===== src/rtl/svf_sequencer.sv =====
// Sample-rate sequencer for the state-variable filter: pops one upstream sample per tick,
// issues it with shadowed coefficients, and forwards the filter's answer to the DAC path.
module svf_sequencer #(
  parameter int CLKS_PER_SAMPLE = 2500,
  parameter int TIMEOUT         = 8,
  parameter int W               = 21
) (
  input  logic         clk,
  input  logic         rst,
  input  logic         enable,
  input  logic [W-1:0] src_x,
  input  logic         src_valid,
  output logic         src_ready,
  input  logic         cfg_we,
  input  logic [W-1:0] cfg_F,
  input  logic [W-1:0] cfg_Q,
  input  logic [1:0]   cfg_sel,
  output logic         svf_in_valid,
  output logic [W-1:0] svf_x,
  output logic [W-1:0] svf_F,
  output logic [W-1:0] svf_Q,
  output logic [1:0]   svf_sel,
  input  logic [W-1:0] svf_y,
  input  logic         svf_out_valid,
  output logic [W-1:0] dac_sample,
  output logic         dac_valid,
  output logic [15:0]  underrun_cnt,
  output logic [15:0]  overrun_cnt,
  output logic         timeout_flag,
  input  logic         stat_clr
);

  localparam int CW = $clog2(CLKS_PER_SAMPLE);
  localparam int TW = $clog2(TIMEOUT + 1);
  localparam logic [CW-1:0] CNT_MAX  = CW'(CLKS_PER_SAMPLE - 1);
  localparam logic [TW-1:0] WAIT_MAX = TW'(TIMEOUT - 1);
  localparam logic [W-1:0]  Q_ONE    = W'(32'h0001_0000);

  typedef enum logic [1:0] {
    ST_IDLE,
    ST_ISSUE,
    ST_WAIT
  } state_e;

  function automatic logic [15:0] sat_inc(input logic [15:0] v);
    return (v == 16'hFFFF) ? v : v + 16'd1;
  endfunction

  state_e         state_q, state_d;
  logic [CW-1:0]  cnt_q, cnt_d;
  logic [TW-1:0]  wait_q, wait_d;
  logic [W-1:0]   x_q, x_d;
  logic [W-1:0]   act_f_q, act_f_d, act_q_q, act_q_d;
  logic [1:0]     act_sel_q, act_sel_d;
  logic [W-1:0]   pend_f_q, pend_f_d, pend_q_q, pend_q_d;
  logic [1:0]     pend_sel_q, pend_sel_d;
  logic           in_valid_q, in_valid_d;
  logic [W-1:0]   dac_q, dac_d;
  logic           dac_valid_q, dac_valid_d;
  logic [15:0]    under_q, under_d, over_q, over_d;
  logic           flag_q, flag_d;

  logic tick;
  logic under_inc, over_inc, flag_set;

  assign tick      = enable && (cnt_q == CNT_MAX);
  assign src_ready = tick && (state_q == ST_IDLE);

  always_comb begin
    // NOTE: every signal assigned here gets a default first, so no path can infer a latch.
    state_d     = state_q;
    wait_d      = wait_q;
    x_d         = x_q;
    act_f_d     = act_f_q;
    act_q_d     = act_q_q;
    act_sel_d   = act_sel_q;
    dac_d       = dac_q;
    in_valid_d  = 1'b0;
    dac_valid_d = 1'b0;
    under_inc   = 1'b0;
    over_inc    = 1'b0;
    flag_set    = 1'b0;

    if (!enable)             cnt_d = '0;
    else if (cnt_q == CNT_MAX) cnt_d = '0;
    else                     cnt_d = cnt_q + CW'(1);

    // Pending set is visible to the same-cycle issue, so a coinciding write takes effect.
    pend_f_d   = cfg_we ? cfg_F   : pend_f_q;
    pend_q_d   = cfg_we ? cfg_Q   : pend_q_q;
    pend_sel_d = cfg_we ? cfg_sel : pend_sel_q;

    unique case (state_q)
      ST_IDLE: begin
        if (tick) begin
          x_d        = src_valid ? src_x : '0;
          under_inc  = !src_valid;
          act_f_d    = pend_f_d;
          act_q_d    = pend_q_d;
          act_sel_d  = pend_sel_d;
          in_valid_d = 1'b1;
          state_d    = ST_ISSUE;
        end
      end
      ST_ISSUE: begin
        wait_d  = '0;
        state_d = ST_WAIT;
      end
      ST_WAIT: begin
        if (svf_out_valid) begin
          dac_d       = svf_y;
          dac_valid_d = 1'b1;
          state_d     = ST_IDLE;
        end else if (wait_q == WAIT_MAX) begin
          flag_set = 1'b1;
          state_d  = ST_IDLE;
        end else begin
          wait_d = wait_q + TW'(1);
        end
      end
      default: state_d = ST_IDLE;
    endcase

    over_inc = tick && (state_q != ST_IDLE);

    // Clear has priority over a same-cycle increment or flag set.
    if (stat_clr) begin
      under_d = '0;
      over_d  = '0;
      flag_d  = 1'b0;
    end else begin
      under_d = under_inc ? sat_inc(under_q) : under_q;
      over_d  = over_inc  ? sat_inc(over_q)  : over_q;
      flag_d  = flag_q | flag_set;
    end
  end

  // NOTE: state is updated only with non-blocking assignments so every flop samples pre-edge values.
  always_ff @(posedge clk or negedge rst) begin
    if (!rst) begin
      state_q     <= ST_IDLE;
      cnt_q       <= '0;
      wait_q      <= '0;
      x_q         <= '0;
      act_f_q     <= '0;
      act_q_q     <= Q_ONE;
      act_sel_q   <= 2'b00;
      pend_f_q    <= '0;
      pend_q_q    <= Q_ONE;
      pend_sel_q  <= 2'b00;
      in_valid_q  <= 1'b0;
      dac_q       <= '0;
      dac_valid_q <= 1'b0;
      under_q     <= '0;
      over_q      <= '0;
      flag_q      <= 1'b0;
    end else begin
      state_q     <= state_d;
      cnt_q       <= cnt_d;
      wait_q      <= wait_d;
      x_q         <= x_d;
      act_f_q     <= act_f_d;
      act_q_q     <= act_q_d;
      act_sel_q   <= act_sel_d;
      pend_f_q    <= pend_f_d;
      pend_q_q    <= pend_q_d;
      pend_sel_q  <= pend_sel_d;
      in_valid_q  <= in_valid_d;
      dac_q       <= dac_d;
      dac_valid_q <= dac_valid_d;
      under_q     <= under_d;
      over_q      <= over_d;
      flag_q      <= flag_d;
    end
  end

  assign svf_in_valid = in_valid_q;
  assign svf_x        = x_q;
  assign svf_F        = act_f_q;
  assign svf_Q        = act_q_q;
  assign svf_sel      = act_sel_q;
  assign dac_sample   = dac_q;
  assign dac_valid    = dac_valid_q;
  assign underrun_cnt = under_q;
  assign overrun_cnt  = over_q;
  assign timeout_flag = flag_q;

endmodule


===== config.mk =====
export PLATFORM = sky130hd
export DESIGN_NAME = svf_sequencer
export DESIGN_NICKNAME = d
export VERILOG_FILES = /design/src/rtl/svf_sequencer.sv
export SDC_FILE = /design/constraint.sdc
export NUM_CORES = 1
export LEC_CHECK = 0
export BUFFER_PORTS_ARGS = -buffer_cell sky130_fd_sc_hd__buf_4
export CORE_MARGIN = 2
export CORE_UTILIZATION = 40
export CTS_BUF_LIST = sky130_fd_sc_hd__clkbuf_8 sky130_fd_sc_hd__clkbuf_16
export DETAILED_ROUTE_END_ITERATION = 8
export GPL_TIMING_DRIVEN = 0
export HOLD_SLACK_MARGIN = 0.05
export PLACE_DENSITY = 0.75
export SLEW_MARGIN = 20
export SYNTH_ARGS = -nofsm -noshare
export SYNTH_HDL_FRONTEND = slang
export SYNTH_SLANG_ARGS = --single-unit

===== constraint.sdc =====
create_clock -name clk -period 7.55 [get_ports clk]
set_clock_uncertainty 0.05 [all_clocks]
set_input_delay 0 -clock clk [delete_from_list [all_inputs] [get_ports clk]]
set_output_delay 0 -clock clk [all_outputs]
set_load 0.05 [all_outputs]

==> flow_metrics.tcl <==
set metrics [dict create \
    outcome "finished clean" \
    timing.final.ws_setup_ns 4.068 \
    first_global_vias 6259 \
    place_ws_ns 4.403 \
    ys_seq_area_share_pct 59.59 \
    ant_nets 0 \
    postCtsHoldBufs 94 \
    tightest_slew_ns 0.7231 \
    routed.top_layer "met4" \
    power_switching_mw 0.6378 \
    intPower_mw 1.653 \
    clk_latency_ns 0.42 \
    cp.required_ns 7.50 \
    grt_usage_pct 20.35 \
    num_vias 6167 \
    grt_max_degree 74 \
    portBuffers 212 \
    cts_tree "yes" \
    m1WireLength_um 8861 \
    path_cells "ha_1 > or4b_4 > or3_1 > nor3_1 > clkbuf_1 > buf_4" \
    p_clk_share_pct 39.2 \
    drc 0 \
    die_y_um 142.6 \
    drt_iter0_drc 285 \
    synth.net_count 748 \
    avgSynthCellArea_um2 11.81 \
    synthDistinctLibCells 48 \
    dp_hpwl_um 13690 \
    htree_num_levels 4 \
    fp.dieArea_mm2 0.02035 \
    core_region_area_mm2 0.01877 \
    path_buf_inv 2 \
    overflow 0 \
    die_x_um 142.6 \
    tns_ns 0 \
    crit_family "simple AND/OR/NAND/NOR gates" \
    period_minus_slack_ns 3.482 \
    slowest_stage "or4b_4" \
    post-cts-setup-buffers 0 \
    p_leak_nw 5.479 \
    drt-vias-per-instance 5.030 \
    clkTransAtPathRegs_ns 0.07 \
    io_pins 215 \
    antenna_found_initial 0 \
    slew_headroom_pct 51.47 \
    place.gp.congestion 0.8261 \
    start_util_pct 40.97 \
    setup_viol 0 \
    min_period_over_period_pct 46.12 \
    crit_type "flop to output port" \
    hold_class "input port to flop" \
    power_frac_seq_pct 46.3 \
    power_frac_comb_pct 14.5 \
    drive_gt1_share_pct 35.12 \
    clk_path_buf_depth 2 \
    power_density_mw_per_mm2 204.5 \
    max_stage_delay_ns 0.53 \
    syn_area_mm2 0.007689 \
    rsz0062_at_grt "false" \
    synthCells 651 \
    cap_violations 0 \
    wl_per_cell_um 16.81 \
    drt_pass1_iterations 5 \
    cp.arrival_ns 3.43 \
    hold_violations 0 \
    path_max_fanout 11 \
    end_kind "output port" \
    clkSinkCount 183 \
    wl_met3_um 1230 \
    grt_pass1_wl_um 32530 \
    nFillCells 1483 \
    ir_drop_mv 0.1466 \
    slew_violations 0 \
    ys_seq_elements 183 \
    switching_share_pct 27.84 \
    nets 1075 \
    place_area_mm2 0.009635 \
    root_buffer "clkbuf_16" \
    cts_resized 0 \
    met2_length_um 10200 \
    cts_buffers 17 \
    syn_to_final_growth_pct 45.66 \
    wirelength_um 20610 \
    clock.fmax_ghz 0.2872 \
    placementRows 50 \
    ys_warn_count 0 \
    startpoint_type "flop" \
    fin_area_mm2 0.01120 \
]
-- cells in the final DEF, fill, tap and decap left out, drive strengths merged, types with 4 or more instances in the layout --
cell         Yosys  routed
o21ai           15      15
nand4           12      12
clkbuf          20      37
ha               4       4
dlygate4sd3      0      93
mux2            88      88
nand2          120     120
and4             5       5
nor2            34      34
dfrtp          181     181
or3             14      14
nor3            12      12
xor2            11      11
buf              9     224
nand3           40      40
a21oi           13      13
xnor2           17      17
nor4             7       7
nand2b           4       4
inv              8      17
and3             5       5
-- worst register-to-register path: cells and delay by family, from the launching register on --
kind / cells / cell delay [ns]
and+or+nand+nor: 5 / 1.76
DFF: 1 / 0.42
adders and majority gates: 1 / 0.29
buffers and inverters: 1 / 0.59
-- flip-flops by register name, indices dropped and copies added, names as in the netlist, 12 cells and up --
register and count:
cnt_q 12, dac_sample 21, overrun_cnt 16, pend_f_q 21
pend_q_q 21, svf_F 21, svf_Q 21, svf_x 21
underrun_cnt 16
-- final timing paths --
check / from / endpoint / slack, ns / depth (start not counted)
max in group asynchronous: rst / overrun_cnt[6]$_DFFE_PN0P_ / 6.98 / 3
min in group asynchronous: rst / pend_q_q[13]$_DFF_PN0_ / 0.12 / 3
max reg2reg: cnt_q[0]$_DFF_PN0_ / svf_x[3]$_DFFE_PN0P_ / 4.36 / 7
min: cfg_we / pend_q_q[20]$_DFF_PN0_ / 0.07 / 2
max: cnt_q[0]$_DFF_PN0_ / src_ready / 4.07 / 6
min reg2reg: svf_x[0]$_DFFE_PN0P_ / svf_x[0]$_DFFE_PN0P_ / 0.42 / 2
-- power by group through the flow --
stage / clock network [mW] / logic [mW] / registers, mW
after detailed placement: 0 / 0.289 / 1.08
final: 0.898 / 0.333 / 1.06
after global placement: 0 / 0.280 / 1.07
after floorplan: 0 / 0.0690 / 1.17
after global routing: 0.966 / 0.354 / 1.06
after CTS: 0.920 / 0.331 / 1.06
-- cells in the mapped netlist (all sizes together) --
library cell | number | area (um2)
nor4b | 1 | 8.760
nand3 | 40 | 200.2
nor2 | 34 | 127.6
or3b | 1 | 8.760
a31oi | 1 | 6.260
inv | 8 | 30.03
nor3b | 2 | 15.01
a211o | 1 | 8.760
dfrtp | 181 | 4529
o211ai | 3 | 22.52
o31ai | 1 | 7.510
or4b | 3 | 33.78
nand2 | 120 | 450.4
dfstp | 2 | 52.55
a21boi | 1 | 7.510
or3 | 14 | 87.58
xnor2 | 17 | 148.9
mux2 | 88 | 1104
and3 | 5 | 31.28
nand2b | 4 | 25.02
xor2 | 11 | 96.34
nor4 | 7 | 50.05
nand3b | 1 | 7.510
nand4b | 1 | 8.760
or2 | 2 | 12.52
and2 | 1 | 6.260
nor4bb | 1 | 10.01
and4 | 5 | 43.79
nand4 | 12 | 75.07
ha | 4 | 50.05
a311oi | 1 | 8.760
o21ai | 15 | 75.07
nor3 | 12 | 60.06
clkbuf | 20 | 75.07
nor2b | 2 | 12.51
or4 | 3 | 22.52
buf | 9 | 66.31
mux2i | 2 | 20.02
a21oi | 13 | 65.06
o2111ai | 2 | 17.52
-- cell families (layout without fill, tap and decap cells) --
| group | count (synthesis) | after routing | synth area share (%) |
|---|---|---|---|
| compound gates | 38 | 38 | 2.848 |
| xor+xnor | 28 | 28 | 3.190 |
| fa+ha+maj | 4 | 4 | 0.6510 |
| buf+inv | 37 | 377 | 2.229 |
| flops | 183 | 183 | 59.59 |
| mux | 90 | 90 | 14.61 |
| other cells | 0 | 1 | 0 |
| simple gates | 271 | 271 | 16.88 |
-- routing by layer --
layer / up-vias / GRT usage (%)
met2: 213 / 34.51
met1: 3024 / 26.18
met3: 22 / 5.164
li1: 2908 / -
met5: - / 0
met4: 0 / 5.159
-- cell type report --
type | count | area, um2 | share of cell area, %
multi-input cells | 431 | 2935 | 26.21
clock buffers | 17 | 425.4 | 3.798
clock inverters | 15 | 177.7 | 1.586
plain buffers | 29 | 141.4 | 1.262
diodes | 1 | 2.502 | 0.02234
well taps | 234 | 292.8 | 2.614
inverters | 8 | 30.03 | 0.2681
repair buffers | 308 | 2613 | 23.33
flip-flops and latches | 183 | 4582 | 40.91
-- per-stage QoR --
step / instances / power, mW / utilization (%) / hold WS (ns)
floorplan: 651 / 1.236 / - / -0.3456
global placement: 1097 / 1.354 / 51.01 / 0.1403
detailed placement: 1099 / 1.366 / 51.34 / -0.1275
CTS: 1225 / 2.309 / 59.66 / 0.05290
global route: 1225 / 2.385 / 59.66 / 0.06438
finish: 1226 / 2.291 / 59.67 / 0.07463
Power figures use the tool's default switching activity.
